<file path="src/rtl/hs_pkg.sv">
// Shared constants and FSM state encoding for the high-score table controller.
package hs_pkg;

  localparam int NUM_GAMES = 8;
  localparam int GID_W     = 3;
  localparam int PID_W     = 3;
  localparam int SCORE_W   = 7;
  localparam int ENTRY_W   = PID_W + SCORE_W;

  typedef enum logic [2:0] {
    IDLE,
    CLEAR,
    UPD_RD,
    UPD_CMP,
    DSP_RD,
    DSP_OUT
  } hsState_t;

endpackage

</file>
<file path="src/rtl/hs_ram.sv">
// Single-port high-score storage: synchronous write, one-cycle registered read.
// Read data only changes on an explicit read, so it stays stable while the
// controller works through a transaction.
module hs_ram
  import hs_pkg::*;
#(
  parameter int DEPTH = hs_pkg::NUM_GAMES,
  parameter int AW    = hs_pkg::GID_W,
  parameter int DW    = hs_pkg::ENTRY_W
) (
  input  logic          clk,
  input  logic          we,
  input  logic          re,
  input  logic [AW-1:0] addr,
  input  logic [DW-1:0] wrData,
  output logic [DW-1:0] rdData
);

  logic [DW-1:0] mem [DEPTH];

  // Write has priority; otherwise a read request loads the output register.
  always_ff @(posedge clk) begin
    if (we) begin
      mem[addr] <= wrData;
    end else if (re) begin
      rdData <= mem[addr];
    end
  end

endmodule

</file>
<file path="src/rtl/highscore_ctrl.sv">
// High-score table controller: captures submit/lookup/clear requests,
// arbitrates them onto hs_ram and performs read-compare-write updates.
//
// state   | meaning
// IDLE    | arbitrate pending requests (clear > update > display)
// CLEAR   | zero one entry per cycle via clrCnt
// UPD_RD  | wait for stored entry of the submitted game
// UPD_CMP | compare scores, write on a strict improvement, ack
// DSP_RD  | wait for stored entry of the requested game
// DSP_OUT | register record holder/score, ack
module highscore_ctrl
  import hs_pkg::*;
#(
  parameter int NUM_GAMES = hs_pkg::NUM_GAMES,
  parameter int GID_W     = hs_pkg::GID_W,
  parameter int PID_W     = hs_pkg::PID_W,
  parameter int SCORE_W   = hs_pkg::SCORE_W
) (
  input  logic               clk,
  input  logic               rst,
  input  logic               updReq,
  input  logic [PID_W-1:0]   updPID,
  input  logic [GID_W-1:0]   updGID,
  input  logic [SCORE_W-1:0] updScore,
  output logic               updAck,
  output logic               newRecord,
  input  logic               dispReq,
  input  logic [GID_W-1:0]   dispGID,
  output logic               dispAck,
  output logic [PID_W-1:0]   dispPID,
  output logic [SCORE_W-1:0] dispScore,
  input  logic               clrReq,
  output logic               busy
);

  localparam int EntryW = PID_W + SCORE_W;
  localparam logic [GID_W-1:0] LastAddr = GID_W'(NUM_GAMES - 1);

  hsState_t state, stateNext;

  logic               updPend, dispPend, clrPend;
  logic [PID_W-1:0]   updPIDCap;
  logic [GID_W-1:0]   updGIDCap;
  logic [SCORE_W-1:0] updScoreCap;
  logic [GID_W-1:0]   dispGIDCap;

  // Working copy of the granted request, so new pulses cannot disturb it.
  logic [PID_W-1:0]   workPID;
  logic [GID_W-1:0]   workGID;
  logic [SCORE_W-1:0] workScore;

  logic [GID_W-1:0]   clrCnt;
  logic               grantClr, grantUpd, grantDsp;
  logic               isRecord;

  logic               ramWe, ramRe;
  logic [GID_W-1:0]   ramAddr;
  logic [EntryW-1:0]  ramWrData, ramRdData;

  hs_ram #(
    .DEPTH (NUM_GAMES),
    .AW    (GID_W),
    .DW    (EntryW)
  ) uRam (
    .clk    (clk),
    .we     (ramWe),
    .re     (ramRe),
    .addr   (ramAddr),
    .wrData (ramWrData),
    .rdData (ramRdData)
  );

  assign isRecord = workScore > ramRdData[SCORE_W-1:0];

  // Next-state, arbitration and RAM port control; writes are blocked while rst is low.
  always_comb begin
    stateNext = state;
    grantClr  = 1'b0;
    grantUpd  = 1'b0;
    grantDsp  = 1'b0;
    ramWe     = 1'b0;
    ramRe     = 1'b0;
    ramAddr   = workGID;
    ramWrData = {workPID, workScore};
    case (state)
      IDLE: begin
        if (clrPend) begin
          grantClr  = 1'b1;
          stateNext = CLEAR;
        end else if (updPend) begin
          grantUpd  = 1'b1;
          ramRe     = 1'b1;
          ramAddr   = updGIDCap;
          stateNext = UPD_RD;
        end else if (dispPend) begin
          grantDsp  = 1'b1;
          ramRe     = 1'b1;
          ramAddr   = dispGIDCap;
          stateNext = DSP_RD;
        end
      end
      CLEAR: begin
        ramWe     = rst;
        ramAddr   = clrCnt;
        ramWrData = '0;
        if (clrCnt == LastAddr) stateNext = IDLE;
      end
      UPD_RD:  stateNext = UPD_CMP;
      UPD_CMP: begin
        ramWe     = isRecord & rst;
        stateNext = IDLE;
      end
      DSP_RD:  stateNext = DSP_OUT;
      DSP_OUT: stateNext = IDLE;
      default: stateNext = IDLE;
    endcase
  end

  // State register and clear address counter; reset starts an auto-clear.
  always_ff @(posedge clk) begin
    if (!rst) begin
      state  <= CLEAR;
      clrCnt <= '0;
    end else begin
      state <= stateNext;
      if (state == CLEAR) clrCnt <= clrCnt + 1'b1;
      else                clrCnt <= '0;
    end
  end

  // Pending flags and per-source capture; a new pulse overwrites older data.
  always_ff @(posedge clk) begin
    if (!rst) begin
      updPend     <= 1'b0;
      dispPend    <= 1'b0;
      clrPend     <= 1'b0;
      updPIDCap   <= '0;
      updGIDCap   <= '0;
      updScoreCap <= '0;
      dispGIDCap  <= '0;
    end else begin
      updPend  <= updReq  | (updPend  & ~grantUpd);
      dispPend <= dispReq | (dispPend & ~grantDsp);
      clrPend  <= clrReq  | (clrPend  & ~grantClr);
      if (updReq) begin
        updPIDCap   <= updPID;
        updGIDCap   <= updGID;
        updScoreCap <= updScore;
      end
      if (dispReq) dispGIDCap <= dispGID;
    end
  end

  // Latch the granted request into the working registers.
  always_ff @(posedge clk) begin
    if (!rst) begin
      workPID   <= '0;
      workGID   <= '0;
      workScore <= '0;
    end else if (grantUpd) begin
      workPID   <= updPIDCap;
      workGID   <= updGIDCap;
      workScore <= updScoreCap;
    end else if (grantDsp) begin
      workGID   <= dispGIDCap;
    end
  end

  // Registered outputs: ack pulses, display data and busy.
  always_ff @(posedge clk) begin
    if (!rst) begin
      updAck    <= 1'b0;
      newRecord <= 1'b0;
      dispAck   <= 1'b0;
      dispPID   <= '0;
      dispScore <= '0;
      busy      <= 1'b0;
    end else begin
      updAck    <= (state == UPD_CMP);
      newRecord <= (state == UPD_CMP) & isRecord;
      dispAck   <= (state == DSP_OUT);
      if (state == DSP_OUT) begin
        dispPID   <= ramRdData[EntryW-1:SCORE_W];
        dispScore <= ramRdData[SCORE_W-1:0];
      end
      busy <= (stateNext != IDLE);
    end
  end

endmodule

</file>
<file path="config.mk">
export PLATFORM = sky130hd
export DESIGN_NAME = highscore_ctrl
export DESIGN_NICKNAME = d
export VERILOG_FILES = /design/src/rtl/hs_pkg.sv /design/src/rtl/hs_ram.sv /design/src/rtl/highscore_ctrl.sv
export SDC_FILE = /design/constraint.sdc
export NUM_CORES = 1
export LEC_CHECK = 0
export BUFFER_PORTS_ARGS = -buffer_cell sky130_fd_sc_hd__buf_2
export CAP_MARGIN = 30
export CORE_UTILIZATION = 35
export CTS_CLUSTER_SIZE = 8
export DETAILED_ROUTE_END_ITERATION = 12
export SLEW_MARGIN = 20
export SYNTH_ARGS = -nofsm -noshare
export SYNTH_HDL_FRONTEND = slang
export SYNTH_SLANG_ARGS = --single-unit
</file>
<file path="constraint.sdc">
create_clock -name clk -period 4.4 [get_ports clk]
set_input_delay 0.22 -clock clk [delete_from_list [all_inputs] [get_ports clk]]
set_output_delay 0.22 -clock clk [all_outputs]
set_load 0.1 [all_outputs]
</file>
; After elaboration in Yosys (flattened, before gate mapping)
; Memory sizes are Yosys's and may differ from the RTL's. A register that Yosys moved wholly into a read port is not among the register bits.
; Index checks and enable logic that the tools add are counted.
[op_classes]
div = 0
n_mux = 27
mul = 0
n_shift = 0
bitwise = 12
n_addsub = 1
reduce_logical = 5
n_eq_ne = 6
magnitude_cmp = 1
[op_table]
columns = operator, count
row1 = 2-to-1 mux 3 bit, 9
row2 = 2-to-1 mux 1 bit, 14
row3 = one-hot mux 3 bit (4 select lines), 1
row4 = 2-to-1 mux 10 bit, 1
row5 = == test 3 bit (second input constant), 3
row6 = greater-than comparator 7 bit, 1
row7 = == test 3 x 2 -> 1 bit (second input constant), 2
row8 = one-hot mux 3 bit (2 select lines), 1
row9 = bitwise AND 1 bit, 5
row10 = NOT 1 bit, 4
row11 = AND reduction 2 bit, 2
row12 = adder 3 x 1 -> 3 bit (second input constant), 1
row13 = == test 3 x 1 -> 1 bit (second input constant), 1
row14 = zero test 3 bit, 1
row15 = bitwise OR 1 bit, 3
row16 = nonzero test 3 bit, 1
row17 = one-hot mux 1 bit (2 select lines), 1
row18 = nonzero test 2 bit, 1
[totals]
ramBits = 80
out_inout_bits = 14
word_cells = 71
latchBits = 0
memories = 1
regBits = 52
rom_bits = 0
in_bits = 21
[memory_table]
columns = name, words, word_bits, rd, rd_clocked_by_memory_dff, wr, line
row1 = uRam.mem, 8, 10, 1, 1, 1, hs_ram.sv:19  ; logic [DW-1:0] mem [DEPTH];

; Logic depth before layout (Yosys ltp)
[logic_depth]
word_depth = 7
depth_mapped = 9
ltp_nobuf = 8

; Cells and area by module
; Synthesis repeated with hierarchy kept, for this count alone.
[hier_totals]
hier_cells = 408
hier_area_um2 = 5734.2
[modules_own_cells]
columns = module, n_inst, seq_area_each_um2, area_each_um2, cells_per_inst
row1 = hs_ram, 1, 2702.6, 3464.6, 162
row2 = highscore_ctrl, 1, 1041.0, 2269.7, 246

; Worst setup path before layout
; No wires, ideal clock.
[synth_path]
path_kind = flip-flop to flip-flop
from = register uRam.rdData[1], read port of uRam.mem
to = memory uRam.mem[4][0] in the netlist's numbering, enable pin
arrival_ps = 3226
path_buffers = 1
period_less_slack_ps = 3660
slack_ps = 740
setup_time_ps = 434
path_stages_with_launch = 10
required_ps = 3966
cell_sequence = edfxtp_1 > inv_1 > ha_1 > nor2b_1 > o21a_1 > o21a_1 > o21ai_0 > a221o_1 > clkbuf_1 > a2111oi_0
[synth_between]
elab_chain_len = 5
[synth_rtl]
columns = item, line
row1 = "start, declared", hs_ram.sv:16  ; output logic [DW-1:0] rdData
row2 = greater-than comparator 7 bit, highscore_ctrl.sv:73  ; assign isRecord = workScore > ramRdData[SCORE_W-1:0];
row3 = bitwise AND 1 bit, highscore_ctrl.sv:110  ; ramWe = isRecord & rst;
row4 = one-hot mux 1 bit (2 select lines), highscore_ctrl.sv:85  ; case (state)
row5 = 2-to-1 mux 1 bit, hs_ram.sv:23  ; if (we) begin
row6 = 2-to-1 mux 1 bit (not written as such), hs_ram.sv:24  ; mem[addr] <= wrData;
row7 = "end, declared", hs_ram.sv:19
; Every way passes these cells.

; Worst setup path in the final report
[layout_path]
from = register state[0]
to = memory uRam.mem[6][4] in the netlist's numbering, enable pin
[layout_between]
elab_chain_len = 4
elab_cells_between_ends = 7
classes_between = eq/ne (2) / mux (4) / reduce/logical (1)
[layout_rtl]
columns = item, line
row1 = "start, declared", highscore_ctrl.sv:39  ; hsState_t state, stateNext;
row2 = "start signal, assigned", highscore_ctrl.sv:125  ; state <= stateNext;
row3 = == test 3 x 2 -> 1 bit or == test 3 x 1 -> 1 bit (tied branches), highscore_ctrl.sv:85
row4 = one-hot mux 1 bit (2 select lines), highscore_ctrl.sv:85
row5 = 2-to-1 mux 1 bit, hs_ram.sv:23
row6 = 2-to-1 mux 1 bit (not written as such), hs_ram.sv:24
; Several ways; a longest one is shown, not always the timed one.

==> flow_summary.toml <==
[status]
status = "completed"

[setup_path]
cpMaxStageDelayCell = "or4_1"
rr_endpoint = "uRam.mem[6][4]"
critPathMaxStageDelay_ns = 0.74
rrSetupSlack_ns = 1.16
critical_path_class = "reg -> reg"
worstPathArrival_ns = 3.29
worstPathMaxFanout = 16
timing.rr.start = "state[0]"
path_delay_family = "simple AND/OR/NAND/NOR gates"
path_cells = "or4_1 -> a21oi_1 -> nor2_1 -> buf_4 -> nor2_2 -> nand2_1 -> a21oi_2"
cp-end-kind = "flop"
ff2ff_path_depth = 7
critPathBufInv = 1
cp-start-kind = "flop"
crit_required_ns = 4.45

[pwr]
switchingPower_uw = 674
switching_share = 0.223
vdd_drop_max_mv = 0.261
p_leak_nw = 2.57
internal_power_mw = 2.35
power.density_mw_per_mm2 = 452
clockPowerShare = 0.448
seqPwrFrac = 0.485
p_comb_frac = 0.067
power_mw = 3.02

[clocking]
postCtsSetupBuffers = 0
clock_path_buffers = 2
cts_root_buf = "clkbuf_16"
ctsResizeCount = 0
cts-hold-fix-buffers = 0
cts_tree = "built"
h-tree-depth = 4
clk_latency_ns = 0.42
clk_pin_slew_worst_paths_ns = 0.06
numCtsBuffers = 17
cts.sinks = 142

[synthesis]
syn_inst = 443
synthArstFlopShare = 0
yosys.area.top_type = "edfxtp_1"
ys_ff_latch = 142
yosysTopAreaCellShare = 0.471
synth_area_leaders = "edfxtp_1 47%, dfxtp_1 18%, mux2i_1 6.6%"
synth_warnings = 0
ys_seq_area_frac = 0.652
ys.flop_type = "edfxtp_1"
netlist_area_mm2 = 0.00574
syn_area_per_cell_um2 = 13.0
synth-edff-count = 90
synthDistinctLibCells = 50
syn-num-nets = 473

[placement]
dp.cells = 679
numPortBuffers = 34
place.gp.congestion = 0.809
dp.final_hpwl_mm = 8.35

[timing]
final.period_utilization = 0.736
finalClockSkew_ns = 0.00899
hold_viol = 0
hold_slack_ns = 0.0152
fin_setup_tns_ns = 0
setup_violations = 0
tightestPinTransition_ns = 0.928
max_freq_mhz = 309
slew_violations = 0
period_minus_slack_ns = 3.24
slew_headroom = 0.381
rsz0062_at_grt = "no"

[detailed_routing]
wl_met1_mm = 5.35
wl_met2_mm = 5.92
wl_per_cell_um = 16.9
drc = 0
drtPass1Iterations = 5
vias_per_cell = 5.07
dr_total_vias = 3610
drt_iter0_markers = 293
highest_layer = "met4"
ant_nets = 0
routed_wirelength_mm = 12.0
wl_met3_um = 531

[global_route]
grt_start_max_net_pins = 47
first_global_vias = 3514
grtUsageTotal = 0.155
grt_pass1_wl_mm = 19.1
antenna_found_initial = 0
grt.overflow.total = 0

[floorplan]
dieArea_mm2 = 0.0169
die_width_um = 130
core_area_mm2 = 0.0159
start_util = 0.360
die_h_um = 130
std_cell_rows = 46
ios = 35

[final_layout]
drive_gt1_frac = 0.198
nNetsFinal = 513
fin_util = 0.420
antenna_cells = 0
area_growth_pct = 16.6
final_cells = 712

[worst_hold_path]
hp-class = "in -> reg"
hold_path_depth = 3
whs_endpoint = "clrPend"
min_from = "clrReq"

[flow_run]
timing.max_cap.violations = 0
## kinds of logic after synthesis
| family | after synthesis | synth area share |
|---|---|---|
| multiplexers | 55 | 0.105 |
| adder cells (fa/ha/maj) | 9 | 0.0196 |
| buffers and inverters | 36 | 0.0309 |
| flip-flops | 142 | 0.652 |
| AND/OR/NAND/NOR | 125 | 0.0985 |
| AO/OA/AOI/OAI | 76 | 0.0935 |
## state kept, by name (all words and copies together) (netlist names)
signal / count
dispScore: 7
dispPend: 1
updPend: 1
clrCnt: 3
updPIDCap: 3
uRam.mem: 80
dispPID: 3
updScoreCap: 7
dispGIDCap: 3
dispAck: 1
clrPend: 1
state: 3
newRecord: 1
workGID: 3
updGIDCap: 3
workPID: 3
updAck: 1
uRam.rdData: 10
busy: 1
workScore: 7
## layout by cell type, fill, tap and decap left out, drive strengths merged, types with 4 or more instances in the layout
| cell | instances |
|---|---|
| inv | 13 |
| nand2 | 22 |
| nor2b | 13 |
| a221oi | 8 |
| buf | 44 |
| nand3b | 4 |
| clkbuf | 19 |
| dfxtp | 52 |
| nor2 | 68 |
| a211oi | 4 |
| clkinv | 9 |
| o21ai | 14 |
| mux2 | 14 |
| mux2i | 38 |
| a21oi | 24 |
| ha | 9 |
| a22oi | 4 |
| edfxtp | 90 |
## synth_stat cells, types with 2 or more instances
master and n:
a211oi_1 3, a21oi_1 22, a221oi_1 8, a222oi_1 3, a22oi_1 4, a311o_1 2
a32oi_1 2, and3_1 3, buf_1 4, buf_2 6, buf_4 3, clkbuf_1 9
dfxtp_1 52, edfxtp_1 90, ha_1 9, inv_1 11, mux2_2 14, mux2i_1 38
mux4_2 3, nand2_1 22, nand2b_1 2, nand3_1 2, nand3b_1 4, nor2_1 66
nor2_2 2, nor2b_1 13, nor4_1 2, o211ai_1 2, o21a_1 3, o21ai_0 14
o221ai_1 2, o22ai_1 3, or2_2 2, or3_1 2
## layer usage
layer  up-vias  global-route usage
li1       1715                   -
met1      1775               0.196
met2       101               0.250
met3        19              0.0426
met4         0              0.0622
met5         -                   0
## worst register-to-register path: cells and delay by family, from the launching register on
kind	cells	cell delay [ns]
AND/OR/NAND/NOR	4	1.41
flip-flops	1	0.45
buffers and inverters	1	0.21
AO/OA/AOI/OAI	2	0.81
## layout make-up
class,count,area [um2]
Clock buffer,18,429
Clock inverter,14,125
Fill cell,1486,9250
Inverter,12,45.0
Multi-Input combinational cell,265,1830
Sequential cell,142,3740
Tap cell,216,270
Timing Repair Buffer,45,253
## power groups by stage
| stage | logic, mW | registers [mW] | clock network [mW] |
|---|---|---|---|
| 2_1_floorplan | 0.151 | 1.49 | 0 |
| 3_5_place_dp | 0.205 | 1.49 | 0 |
| 5_1_grt | 0.223 | 1.47 | 1.43 |
| 6_report | 0.203 | 1.47 | 1.36 |
| 3_3_place_gp | 0.200 | 1.49 | 0 |
| 4_1_cts | 0.205 | 1.47 | 1.37 |
## worst max path at each step
stage / start / end / slack, ns / depth (start not counted)
6_report: state[0] / uRam.mem[6][4] / 1.16 / 7
5_1_grt: state[0] / uRam.mem[6][6] / 0.93 / 7
4_1_cts: state[0] / uRam.mem[6][4] / 0.88 / 7
3_5_place_dp: state[0] / uRam.mem[6][4] / 0.88 / 7
3_3_place_gp: state[0] / uRam.mem[7][5] / 1.09 / 5
2_1_floorplan: uRam.rdData[1] / uRam.mem[4][0] / 0.74 / 9
## metrics by stage
stage / cell area [um2] / setup slack (ns)
detailed placement: 6130 / 0.879
global route: 6700 / 0.926
CTS: 6690 / 0.878
global placement: 6120 / 1.09
finish: 6700 / 1.16
floorplan: 5740 / 0.740
Note: power is estimated with default switching activity, not from simulation.
